File: src/rtl/timer_pkg.sv
// Shared types and constants for the countdown timer: state encoding,
// count limits and the layout of one display digit code.
package timer_pkg;

   typedef enum logic [1:0] {
      IDLE  = 2'd0,
      RUN   = 2'd1,
      PAUSE = 2'd2,
      DONE  = 2'd3
   } timer_state_t;

   localparam int MAX_MIN = 99;
   localparam int MAX_SEC = 59;

   // Digit code layout: enable, 4-bit BCD value, decimal point
   localparam int DIG_EN      = 5;
   localparam int DIG_VAL_MSB = 4;
   localparam int DIG_VAL_LSB = 1;
   localparam int DIG_DP      = 0;

   // Build an enabled digit code from a BCD value and decimal point
   function automatic logic [5:0] make_digit(input logic [3:0] val, input logic dp);
      logic [5:0] code;
      code = '0;
      code[DIG_EN] = 1'b1;
      code[DIG_VAL_MSB:DIG_VAL_LSB] = val;
      code[DIG_DP] = dp;
      return code;
   endfunction

endpackage

File: src/rtl/edge_detector.sv
// Rising-edge detector for a level command: pulses for the cycle where the
// input is high and its registered previous value is low.
module edge_detector (
   input  logic clock,
   input  logic reset,
   input  logic level,
   output logic pulse
);

   logic prev;

   // Remember last cycle's level; cleared by reset so a level held across
   // reset release still yields exactly one pulse
   always_ff @(posedge clock or posedge reset) begin
      if (reset) prev <= 1'b0;
      else       prev <= level;
   end

   assign pulse = level & ~prev;

endmodule

File: src/rtl/countdown_ctrl.sv
// Minutes/seconds countdown timer with start/pause/stop commands and an
// eight-digit display code output (MM.SS on d4..d1, state code on d5).
module countdown_ctrl
   import timer_pkg::*;
#(
   parameter int TICK_COUNT = 50000000
) (
   input  logic       clock,
   input  logic       reset,
   input  logic       start,
   input  logic       pause,
   input  logic       stop,
   input  logic [6:0] min,
   input  logic [6:0] sec,
   output logic       done,
   output logic       running,
   output logic [5:0] d1,
   output logic [5:0] d2,
   output logic [5:0] d3,
   output logic [5:0] d4,
   output logic [5:0] d5,
   output logic [5:0] d6,
   output logic [5:0] d7,
   output logic [5:0] d8
);

   localparam logic [31:0] TICK_LAST = 32'(TICK_COUNT - 1);

   timer_state_t state, state_next;
   logic [6:0]   min_left, min_next;
   logic [6:0]   sec_left, sec_next;
   logic [31:0]  prescaler, prescaler_next;
   logic         start_edge, pause_edge, stop_edge;
   logic [6:0]   min_sat, sec_sat;
   logic         tick;

   edge_detector u_start_edge (.clock(clock), .reset(reset), .level(start), .pulse(start_edge));
   edge_detector u_pause_edge (.clock(clock), .reset(reset), .level(pause), .pulse(pause_edge));
   edge_detector u_stop_edge  (.clock(clock), .reset(reset), .level(stop),  .pulse(stop_edge));

   // Binary 0..99 to two BCD digits {tens, units}
   function automatic logic [7:0] to_bcd(input logic [6:0] v);
      logic [3:0] tens;
      logic [3:0] units;
      tens  = 4'(v / 7'd10);
      units = 4'(v % 7'd10);
      return {tens, units};
   endfunction

   assign min_sat = (min > 7'(MAX_MIN)) ? 7'(MAX_MIN) : min;
   assign sec_sat = (sec > 7'(MAX_SEC)) ? 7'(MAX_SEC) : sec;
   assign tick    = (state == RUN) && (prescaler == TICK_LAST);

   // State, counts and prescaler register
   always_ff @(posedge clock or posedge reset) begin
      if (reset) begin
         state     <= IDLE;
         min_left  <= '0;
         sec_left  <= '0;
         prescaler <= '0;
      end else begin
         state     <= state_next;
         min_left  <= min_next;
         sec_left  <= sec_next;
         prescaler <= prescaler_next;
      end
   end

   // Next-state, count update and command handling (stop > pause > start)
   always_comb begin
      state_next     = state;
      min_next       = min_left;
      sec_next       = sec_left;
      prescaler_next = prescaler;
      case (state)
         IDLE: begin
            min_next = min_sat;
            sec_next = sec_sat;
            if (start_edge) begin
               if ((min_sat != '0) || (sec_sat != '0)) begin
                  state_next     = RUN;
                  prescaler_next = '0;
               end else begin
                  state_next = DONE;
               end
            end
         end
         RUN: begin
            prescaler_next = tick ? 32'd0 : prescaler + 32'd1;
            if (tick) begin
               if (sec_left != '0) begin
                  sec_next = sec_left - 7'd1;
               end else if (min_left != '0) begin
                  min_next = min_left - 7'd1;
                  sec_next = 7'(MAX_SEC);
               end
            end
            // Reaching 00:00 wins over a simultaneous pause so the timer
            // cannot park in PAUSE with nothing left to count
            if (stop_edge)
               state_next = IDLE;
            else if (tick && (min_next == '0) && (sec_next == '0))
               state_next = DONE;
            else if (pause_edge)
               state_next = PAUSE;
         end
         PAUSE: begin
            if (stop_edge)
               state_next = IDLE;
            else if (pause_edge || start_edge)
               state_next = RUN;
         end
         DONE: begin
            min_next = '0;
            sec_next = '0;
            if (stop_edge || start_edge)
               state_next = IDLE;
         end
         default: state_next = IDLE;
      endcase
   end

   assign done    = (state == DONE);
   assign running = (state == RUN);

   logic [7:0] min_bcd, sec_bcd;
   assign min_bcd = to_bcd(min_left);
   assign sec_bcd = to_bcd(sec_left);

   assign d4 = make_digit(min_bcd[7:4], 1'b0);
   assign d3 = make_digit(min_bcd[3:0], 1'b1);
   assign d2 = make_digit(sec_bcd[7:4], 1'b0);
   assign d1 = make_digit(sec_bcd[3:0], 1'b0);
   assign d5 = make_digit({2'b00, state}, 1'b0);
   assign d6 = '0;
   assign d7 = '0;
   assign d8 = '0;

endmodule

File: config.mk
export PLATFORM = sky130hd
export DESIGN_NAME = countdown_ctrl
export DESIGN_NICKNAME = d
export VERILOG_FILES = /design/src/rtl/timer_pkg.sv /design/src/rtl/edge_detector.sv /design/src/rtl/countdown_ctrl.sv
export SDC_FILE = /design/constraint.sdc
export NUM_CORES = 1
export LEC_CHECK = 0
export ABC_AREA = 1
export CORE_UTILIZATION = 56
export CTS_CLUSTER_DIAMETER = 40
export CTS_CLUSTER_SIZE = 40
export DETAILED_ROUTE_END_ITERATION = 8
export GPL_ROUTABILITY_DRIVEN = 1
export GPL_TIMING_DRIVEN = 0
export HOLD_SLACK_MARGIN = 0.05
export PLACE_DENSITY = 0.83
export SYNTH_ARGS = -nofsm -noshare
export SYNTH_HDL_FRONTEND = slang
export SYNTH_HIERARCHICAL = 1
export SYNTH_SLANG_ARGS = --single-unit
File: constraint.sdc
create_clock -name clock -period 3.8 [get_ports clock]
set_clock_uncertainty 0.15 [all_clocks]
set_input_delay 0.76 -clock clock [delete_from_list [all_inputs] [get_ports clock]]
set_output_delay 0.76 -clock clock [all_outputs]
set_load 0.03 [all_outputs]
==> results_tabular.tex, run 1 <==
\begin{tabular}{lr}
\hline
Metric & Value \\
\hline
\multicolumn{2}{l}{\textbf{Synthesis}} \\
Number of distinct library cells after synthesis & 43 \\
Number of synthesized register bits & 51 \\
Commonest cells post-synth & sky130\_fd\_sc\_hd\_\_nand2\_1, sky130\_fd\_sc\_hd\_\_inv\_1, sky130\_fd\_sc\_hd\_\_nor2\_1, sky130\_fd\_sc\_hd\_\_dfrtp\_1, sky130\_fd\_sc\_hd\_\_nand3\_1 \\
Mapped Cells & 698 \\
Dominant combinational cell family by area after synthesis & simple AND/OR/NAND/NOR gates \\
Area share of the leading cell type in the synthesized netlist & between 20\% and 30\% \\
Post-Synth Adder-Cell Area & 2.43\% \\
Parity-gate share of the synthesized area counting xor and xnor cells & 4.72\% \\
Leading area contributor after synthesis & sky130\_fd\_sc\_hd\_\_dfrtp\_1 \\
Top area cells in the synthesized netlist & sky130\_fd\_sc\_hd\_\_dfrtp\_1, sky130\_fd\_sc\_hd\_\_nand2\_1, sky130\_fd\_sc\_hd\_\_inv\_1 \\
Post-synthesis mux area share & 0\% \\
Share of synthesized registers carrying an async set or reset & 100\% \\
Seq/Total Area, Yosys & 27.5\% \\
Share of synthesized cell area in and, or, nand and nor gates & roughly two fifths \\
Average footprint of a synthesized cell & 6.65 um\^{}2 \\
Synth warnings & 6 \\
Cell area after synthesis & 0.00464 mm\^{}2 \\
Count leader, synth & sky130\_fd\_sc\_hd\_\_nand2\_1 \\
Fraction of the mapped netlist area in compound gates & 9.79\% \\
Ys flop type & sky130\_fd\_sc\_hd\_\_dfrtp\_1 \\
Number of enable flip-flop cells after synthesis & 0 \\
\multicolumn{2}{l}{\textbf{Global routing}} \\
Number of global-route vias before repair & 4431 \\
Maximum number of pins on one net before global-route repair & 26 \\
Wire length of the first global-routing pass & slightly below 20 mm \\
Sum of overflow across all layers after global routing & 0 \\
GRT Util Overall & 28.3\% \\
Number of antenna violations at the first check in global routing & 0 \\
\multicolumn{2}{l}{\textbf{Critical path}} \\
Startpoint-to-endpoint class of the critical path & flip-flop to primary output \\
Critical Path Start Type & flip-flop \\
Buf+Inv Stages, Crit Path & 6 \\
Worst R2R End & state[0] \\
Worst reg2reg path depth & 16 \\
Max Fanout on Critical Path & 5 \\
Critical Path Sink & d3[4] \\
Worst R2R Setup Slack & $\sim$1.1 ns \\
Data required time of the critical path & 2.89 ns \\
Worst-path cell with the longest stage delay & sky130\_fd\_sc\_hd\_\_dfrtp\_2 \\
CP cell instances & nor2\_4 > buf\_4 > inv\_1 > nor2\_2 > inv\_2 > nand2\_2 > nand2\_1 > nand2\_2 > nand2\_2 > nand2\_2 > nand2\_2 > nand2\_1 > nand2\_1 > inv\_1 > ha\_2 > inv\_1 > nand3\_2 > nand3\_4 > nand2\_1 > nand2\_1 > clkbuf\_4 \\
Logic depth of the worst path, buffers included & 21 \\
Stage delay of the slowest cell on the critical path & 0.46 ns \\
Kind of end point of the critical path & primary output \\
Startpoint of the lowest-slack register-to-register path & min\_left[0] \\
Arrival time at the worst endpoint & 2.75 ns \\
Worst setup path startpoint & min\_left[4] \\
Kind of cell with the highest combined delay on the critical path & simple AND/OR/NAND/NOR gates \\
\multicolumn{2}{l}{\textbf{STA}} \\
Max-slew violations & 0 \\
Timing-limited maximum frequency & $\sim$0.27 GHz \\
Slew HR & 55.4\% \\
Crit share post-route & 96.4\% \\
Final number of hold-violating endpoints & 0 \\
Number of failing setup endpoints in the final timing report & 0 \\
Transition time at the pin with the least slew margin & between 0.6 and 0.7 ns \\
Final worst hold slack & $\sim$0.37 ns \\
Setup TNS after final layout & 0 ns \\
Min Tclk post-route & 3.66 ns \\
\multicolumn{2}{l}{\textbf{Cells and area}} \\
Antenna cell count & 0 \\
Nets@finish & 811 \\
\# fillers & 666 \\
Share of cells above drive strength 1 & 18.4\% \\
Area growth, synth to finish & 20.0\% \\
\multicolumn{2}{l}{\textbf{Placement}} \\
Half-perimeter wire length of the detailed placement result & 9.28 mm \\
Placer Congestion & about 0.94 \\
Number of buffer cells added on primary ports & 38 \\
\multicolumn{2}{l}{\textbf{Floorplanning}} \\
Initial core utilization & roughly three fifths \\
Row count & 32 \\
Total die area & approximately 0.0087 mm\^{}2 \\
I/O pin count & 69 \\
Die Y & 93.0 um \\
Placeable core area & 0.00789 mm\^{}2 \\
Width of the die & 93.0 um \\
\multicolumn{2}{l}{\textbf{Clocking}} \\
Clock root cell & sky130\_fd\_sc\_hd\_\_clkbuf\_8 \\
Number of buffers added by the clock tree synthesis step & 5 \\
CTS H-Tree Depth & 2 \\
Clock tree from TritonCTS & built \\
Clock sink count & 51 \\
Later-pin clock latency in the skew report & 0.31 ns \\
Clock-pin transition on the worst setup and hold timing paths & 0.09 ns \\
Number of buffers inserted for hold repair after clock tree synthesis & 0 \\
Maximum root-to-sink buffer count & 2 \\
\multicolumn{2}{l}{\textbf{Min path}} \\
Hold/Removal Path Class & flip-flop to flip-flop \\
Hold path depth & 2 \\
\multicolumn{2}{l}{\textbf{Power and ir drop}} \\
IR Drop Worst-Case VDD & 0.000510 V \\
Power density over the cells & 846 mW/mm\^{}2 \\
Leakage power summed over all cells & 2.71 nW \\
\multicolumn{2}{l}{\textbf{Route}} \\
Count of unresolved DRC violations after routing & 0 \\
Via-per-instance ratio & 5.45 \\
Final routed wire length divided by cell count & 13.8 um \\
Remaining number of nets flagged by the antenna check after routing & 0 \\
DR vias & 4828 \\
Drt first-iter violations & 320 \\
First-pass iteration count of the detailed router & 4 \\
Detailed Route WL & 12.2 mm \\
\multicolumn{2}{l}{\textbf{Run}} \\
Number of maximum-capacitance constraint violations & 0 \\
\multicolumn{2}{l}{\textbf{Run status}} \\
Outcome & finished clean \\
\hline
\end{tabular}
-- final cells by class --
cell class | instances | area (um^2) | share of cell area, %
plain buffers | 44 | 327 | 5.86
clock buffers | 6 | 72.6 | 1.30
clock inverters | 2 | 60.1 | 1.08
inverters | 94 | 353 | 6.33
multi-input cells | 536 | 2880 | 51.8
flip-flops and latches | 51 | 1280 | 22.9
well taps | 102 | 128 | 2.29
repair buffers | 51 | 470 | 8.45
-- layout by cell type (no fill, tap or decap), types with 9 or more instances in the layout --
| cell | Yosys | routed |
|---|---|---|
| sky130_fd_sc_hd__nand2_1 | 183 | 176 |
| sky130_fd_sc_hd__inv_1 | 85 | 80 |
| sky130_fd_sc_hd__nor2_1 | 65 | 62 |
| sky130_fd_sc_hd__dfrtp_1 | 51 | 50 |
| sky130_fd_sc_hd__buf_4 | 33 | 47 |
| sky130_fd_sc_hd__nand3_1 | 49 | 45 |
| sky130_fd_sc_hd__conb_1 | 2 | 30 |
| sky130_fd_sc_hd__clkdlybuf4s50_1 | 0 | 30 |
| sky130_fd_sc_hd__nand4_1 | 27 | 27 |
| sky130_fd_sc_hd__xor2_1 | 24 | 24 |
| sky130_fd_sc_hd__o21ai_0 | 23 | 21 |
| sky130_fd_sc_hd__nand2_2 | 14 | 20 |
| sky130_fd_sc_hd__nor3_1 | 17 | 17 |
| sky130_fd_sc_hd__a21oi_1 | 17 | 16 |
| sky130_fd_sc_hd__nor2_2 | 12 | 12 |
| sky130_fd_sc_hd__inv_2 | 6 | 11 |
| sky130_fd_sc_hd__nor2_4 | 7 | 10 |
| sky130_fd_sc_hd__o22ai_1 | 10 | 10 |
| sky130_fd_sc_hd__nand3_2 | 7 | 9 |
| sky130_fd_sc_hd__o221ai_1 | 9 | 9 |
-- layer usage --
layer,share of wire (%),global-route usage (%),vias to the layer above
li1,-,-,2385
met1,43,36.6,2249
met2,49,49.0,169
met3,5.2,3.74,25
met4,2.1,9.23,0
met5,0,0,-
-- worst min path at each step --
stage | start | to | slack [ns]
floorplan | prescaler[1] | prescaler[1] | 0.32
global placement | prescaler[1] | prescaler[1] | 0.34
global route | prescaler[1] | prescaler[1] | 0.40
detailed placement | prescaler[1] | prescaler[1] | 0.35
CTS | prescaler[1] | prescaler[1] | 0.37
finish | prescaler[1] | prescaler[1] | 0.37
-- cell families after synthesis --
kind of cell / count (synthesis)
other: 2
flip-flops: 51
XOR/XNOR: 25
adder cells (fa/ha/maj): 9
AND/OR/NAND/NOR: 399
AO/OA/AOI/OAI: 73
buffers and inverters: 139
-- timing repair --
item / in CTS / in global routing
resized for setup: 34 / 45
endpoints found under the setup margin: 8 / 8
pin swaps: 1 / 9
cloned: 0 / 0
buffers inserted: 3 / 9
-- worst min-delay path: stages, from the launching register on --
cell,delay [ns]
sky130_fd_sc_hd__dfrtp_1,0.38
sky130_fd_sc_hd__nand2_1,0.06
sky130_fd_sc_hd__nand2_1,0.05
-- stage by stage --
stage | cell area (um^2) | instances | util [%] | power (mW) | worst slack, ns
5_1_grt | 5570 | 886 | 70.6 | 5.08 | -0.0737
3_3_place_gp | 5260 | 866 | 66.7 | 3.97 | -0.0567
3_5_place_dp | 5280 | 867 | 66.9 | 4.06 | -0.180
2_1_floorplan | 4750 | 726 | - | 3.08 | 0.0629
6_report | 5570 | 886 | 70.6 | 4.71 | 0.137
4_1_cts | 5410 | 877 | 68.6 | 4.39 | 0.0119
-- state kept, by name (all words and copies together), names as in the netlist --
signal / flops
prescaler: 32
u_stop_edge/prev: 1
state: 2
min_left: 7
u_start_edge/prev: 1
sec_left: 7
u_pause_edge/prev: 1
-- power breakdown --
part / switching (mW) / internal [mW]
sequential: 0.137 / 0.642
combinational: 2.27 / 1.22
clock: 0.187 / 0.263
No activity file was read; power rests on OpenSTA's default activity.
==> run 2: changes to the inputs <==
REMOVE_ABC_BUFFERS = 1   (was not set)
==> run 2 against run 1 <==
Sequential share of layout area is 2.0 points higher. Setup slack better by 0.068 ns. Critical path depth stayed put. Flip-flop and latch count stayed put. Wire length is 7.8% lower. Maximum frequency is 1.9% higher. Core utilization is 5.3 points lower. Critical endpoint is now d3[2].
==> results_tabular.tex, run 2 (same netlist as run 1, synthesis figures left out) <==
\begin{tabular}{lr}
\hline
Metric & Value \\
\hline
\multicolumn{2}{l}{\textbf{Run status}} \\
Outcome & finished clean \\
\multicolumn{2}{l}{\textbf{Power and ir drop}} \\
Fraction of power spent switching nets & 57.4\% \\
IR Drop Worst-Case VDD & 0.000501 V \\
Power density over the cells & around 840 mW/mm\^{}2 \\
Cell-internal power & $\sim$1.9 mW \\
Power share of the combinational group & 74.7\% \\
Net switching power figure & between 2 and 2.5 mW \\
Relative contribution of the clock network to total power & 7.0\% \\
Post-layout power & 4.35 mW \\
Leakage power summed over all cells & 2.45 nW \\
Sequential share of power & around 18\% \\
\multicolumn{2}{l}{\textbf{Critical path}} \\
Stage delay of the slowest cell on the critical path & 0.45 ns \\
Kind of cell with the highest combined delay on the critical path & simple AND/OR/NAND/NOR gates \\
Most Frequent Cell on Critical Path & sky130\_fd\_sc\_hd\_\_nand2\_1 \\
Worst-path cell with the longest stage delay & sky130\_fd\_sc\_hd\_\_dfrtp\_2 \\
Critical Path Start Type & flip-flop \\
Max Fanout on Critical Path & 5 \\
Buf+Inv Stages, Crit Path & 3 \\
Data required time of the critical path & around 2.9 ns \\
CP cell instances & nor2\_4 > nor2\_2 > nand2\_1 > nand3\_2 > nand2\_2 > nand2\_2 > nand2\_1 > nand2\_2 > nand2\_2 > nand2\_1 > nand2\_2 > nand2\_1 > nand2\_1 > inv\_1 > ha\_1 > inv\_2 > nand3\_4 > nand3\_4 > nand2\_1 > nand2\_1 > buf\_4 \\
Startpoint-to-endpoint class of the critical path & flip-flop to primary output \\
Kind of end point of the critical path & primary output \\
Logic depth of the worst path, buffers included & 21 \\
Worst reg2reg path depth & 9 \\
Arrival time at the worst endpoint & $\sim$2.7 ns \\
\multicolumn{2}{l}{\textbf{Global routing}} \\
Layer carrying the most global-route usage & met2 \\
Met2 Track Usage GR & 48.0\% \\
Maximum number of pins on one net before global-route repair & 41 \\
Number of global-route vias before repair & approximately 4200 \\
Wire length of the first global-routing pass & approximately 19 mm \\
Sum of overflow across all layers after global routing & 0 \\
GRT Util Overall & 26.7\% \\
Grt met3 use & 3.17\% \\
Met1 track demand over resource in global routing & 34.0\% \\
Number of antenna violations at the first check in global routing & 0 \\
\multicolumn{2}{l}{\textbf{Floorplanning}} \\
Width of the die & slightly above 90 um \\
I/O pin count & a little under 70 \\
Initial core utilization & between 50\% and 60\% \\
Placeable core area & 0.00789 mm\^{}2 \\
Total die area & 0.00865 mm\^{}2 \\
Die Y & roughly 93 um \\
Row count & 32 \\
\multicolumn{2}{l}{\textbf{Cells and area}} \\
Max FFs per register & 32 \\
Final design utilization & approximately 65\% \\
Largest register by flop count & prescaler \\
Most frequent standard cell in the layout excluding fill and tap cells & sky130\_fd\_sc\_hd\_\_nand2\_1 \\
Leading registers by flop count & prescaler: 32 flops, min\_left: 7 flops, sec\_left: 7 flops \\
Antenna cell count & 0 \\
Area growth, synth to finish & 10.9\% \\
Commonest cells after routing, fill and taps aside & sky130\_fd\_sc\_hd\_\_nand2\_1, sky130\_fd\_sc\_hd\_\_inv\_1, sky130\_fd\_sc\_hd\_\_nor2\_1 \\
Area occupied by multi-input gates & 0.00286 mm\^{}2 \\
\# fillers & approximately 700 \\
Combined flip-flop and latch cell area & 0.00128 mm\^{}2 \\
Nets@finish & 764 \\
Share of cells above drive strength 1 & 13.4\% \\
Post-route insts no fill & 839 \\
\multicolumn{2}{l}{\textbf{STA}} \\
Number of failing setup endpoints in the final timing report & 0 \\
Final number of hold-violating endpoints & 0 \\
Timing-limited maximum frequency & 0.278 GHz \\
Min Tclk post-route & $\sim$3.6 ns \\
Max-slew violations & 0 \\
Setup ws final & $\sim$0.20 ns \\
Crit share post-route & 94.6\% \\
Transition time at the pin with the least slew margin & roughly 0.9 ns \\
Setup TNS after final layout & 0 ns \\
Slew HR & around 40\% \\
RSZ-0062 raised after global routing & true \\
\multicolumn{2}{l}{\textbf{Clocking}} \\
Clock-pin transition on the worst setup and hold timing paths & 0.08 ns \\
Clock tree from TritonCTS & built \\
Later-pin clock latency in the skew report & 0.31 ns \\
Maximum root-to-sink buffer count & 2 \\
Clock sink count & 51 \\
CTS H-Tree Depth & 2 \\
Number of buffers added by the clock tree synthesis step & 5 \\
Number of buffers inserted for hold repair after clock tree synthesis & 0 \\
Clock root cell & sky130\_fd\_sc\_hd\_\_clkbuf\_8 \\
\multicolumn{2}{l}{\textbf{Min path}} \\
Hold path depth & 2 \\
Hold/Removal Path Class & flip-flop to flip-flop \\
\multicolumn{2}{l}{\textbf{Route}} \\
Remaining number of nets flagged by the antenna check after routing & 0 \\
Drt first-iter violations & 326 \\
First-pass iteration count of the detailed router & 5 \\
Final routed wire length divided by cell count & approximately 13 um \\
Count of unresolved DRC violations after routing & 0 \\
Detailed Route WL & 11.3 mm \\
DR vias & 4638 \\
Via-per-instance ratio & 5.53 \\
\multicolumn{2}{l}{\textbf{Placement}} \\
Half-perimeter wire length of the detailed placement result & 8.56 mm \\
Placer Congestion & approximately 0.9 \\
DP Cell Count & 822 \\
Dpl ws & -0.194 ns \\
Number of buffer cells added on primary ports & 38 \\
\multicolumn{2}{l}{\textbf{Run}} \\
Number of maximum-capacitance constraint violations & 0 \\
\hline
\end{tabular}
run 2: per-layer routing:
layer | vias to the layer above | share of wire [%]
met5 | - | 0
li1 | 2300 | -
met3 | 17 | 4.7
met2 | 149 | 51
met4 | 0 | 1.5
met1 | 2172 | 43
run 2: worst paths after layout:
| kind | from | endpoint | slack [ns] |
|---|---|---|---|
| max | min_left[4] | d3[2] | 0.20 |
| min in group asynchronous | reset | u_stop_edge/prev | 0.53 |
| max reg2reg | state[1] | prescaler[14] | 0.78 |
| min reg2reg | prescaler[1] | prescaler[1] | 0.38 |
| max in group asynchronous | reset | min_left[4] | 2.39 |
| min | prescaler[1] | prescaler[1] | 0.38 |
run 2: worst min-delay path: cells and delay by family, from the launching register on:
kind	cells	cell delay, ns
AND/OR/NAND/NOR	2	0.12
flip-flops	1	0.39
run 2: stage by stage:
stage / hold slack [ns] / instance area [um^2]
2_1_floorplan: 0.318 / 4420
3_3_place_gp: 0.336 / 4930
3_5_place_dp: 0.359 / 4950
4_1_cts: 0.383 / 5030
5_1_grt: 0.401 / 5150
6_report: 0.385 / 5150
run 2: power groups by stage:
stage	registers [mW]	logic [mW]	clock network, mW
finish	0.793	3.25	0.306
CTS	0.789	3.03	0.315
detailed placement	0.797	3.16	0
global placement	0.792	3.06	0
floorplan	0.802	2.19	0
global route	0.811	3.56	0.330
run 2: final cells by class:
type	count	share of cell area (%)
multi-input combinational	536	55.6
clock inverter	3	0.292
tap	102	2.48
clock buffer	5	1.34
inverter	94	6.85
sequential	51	24.9
timing repair buffer	48	8.55
run 2: what timing repair did:
action	4_1_cts	5_1_grt
setup endpoints to repair	8	8
buffers inserted	1	8
gates resized for setup	32	38
pin swaps	1	7
==> run 3: changes to the inputs <==
CTS_CLUSTER_DIAMETER = not set   (was 40)
==> results of run 3 <==
The final DEF is identical to that of run 2; final timing and power are the same.
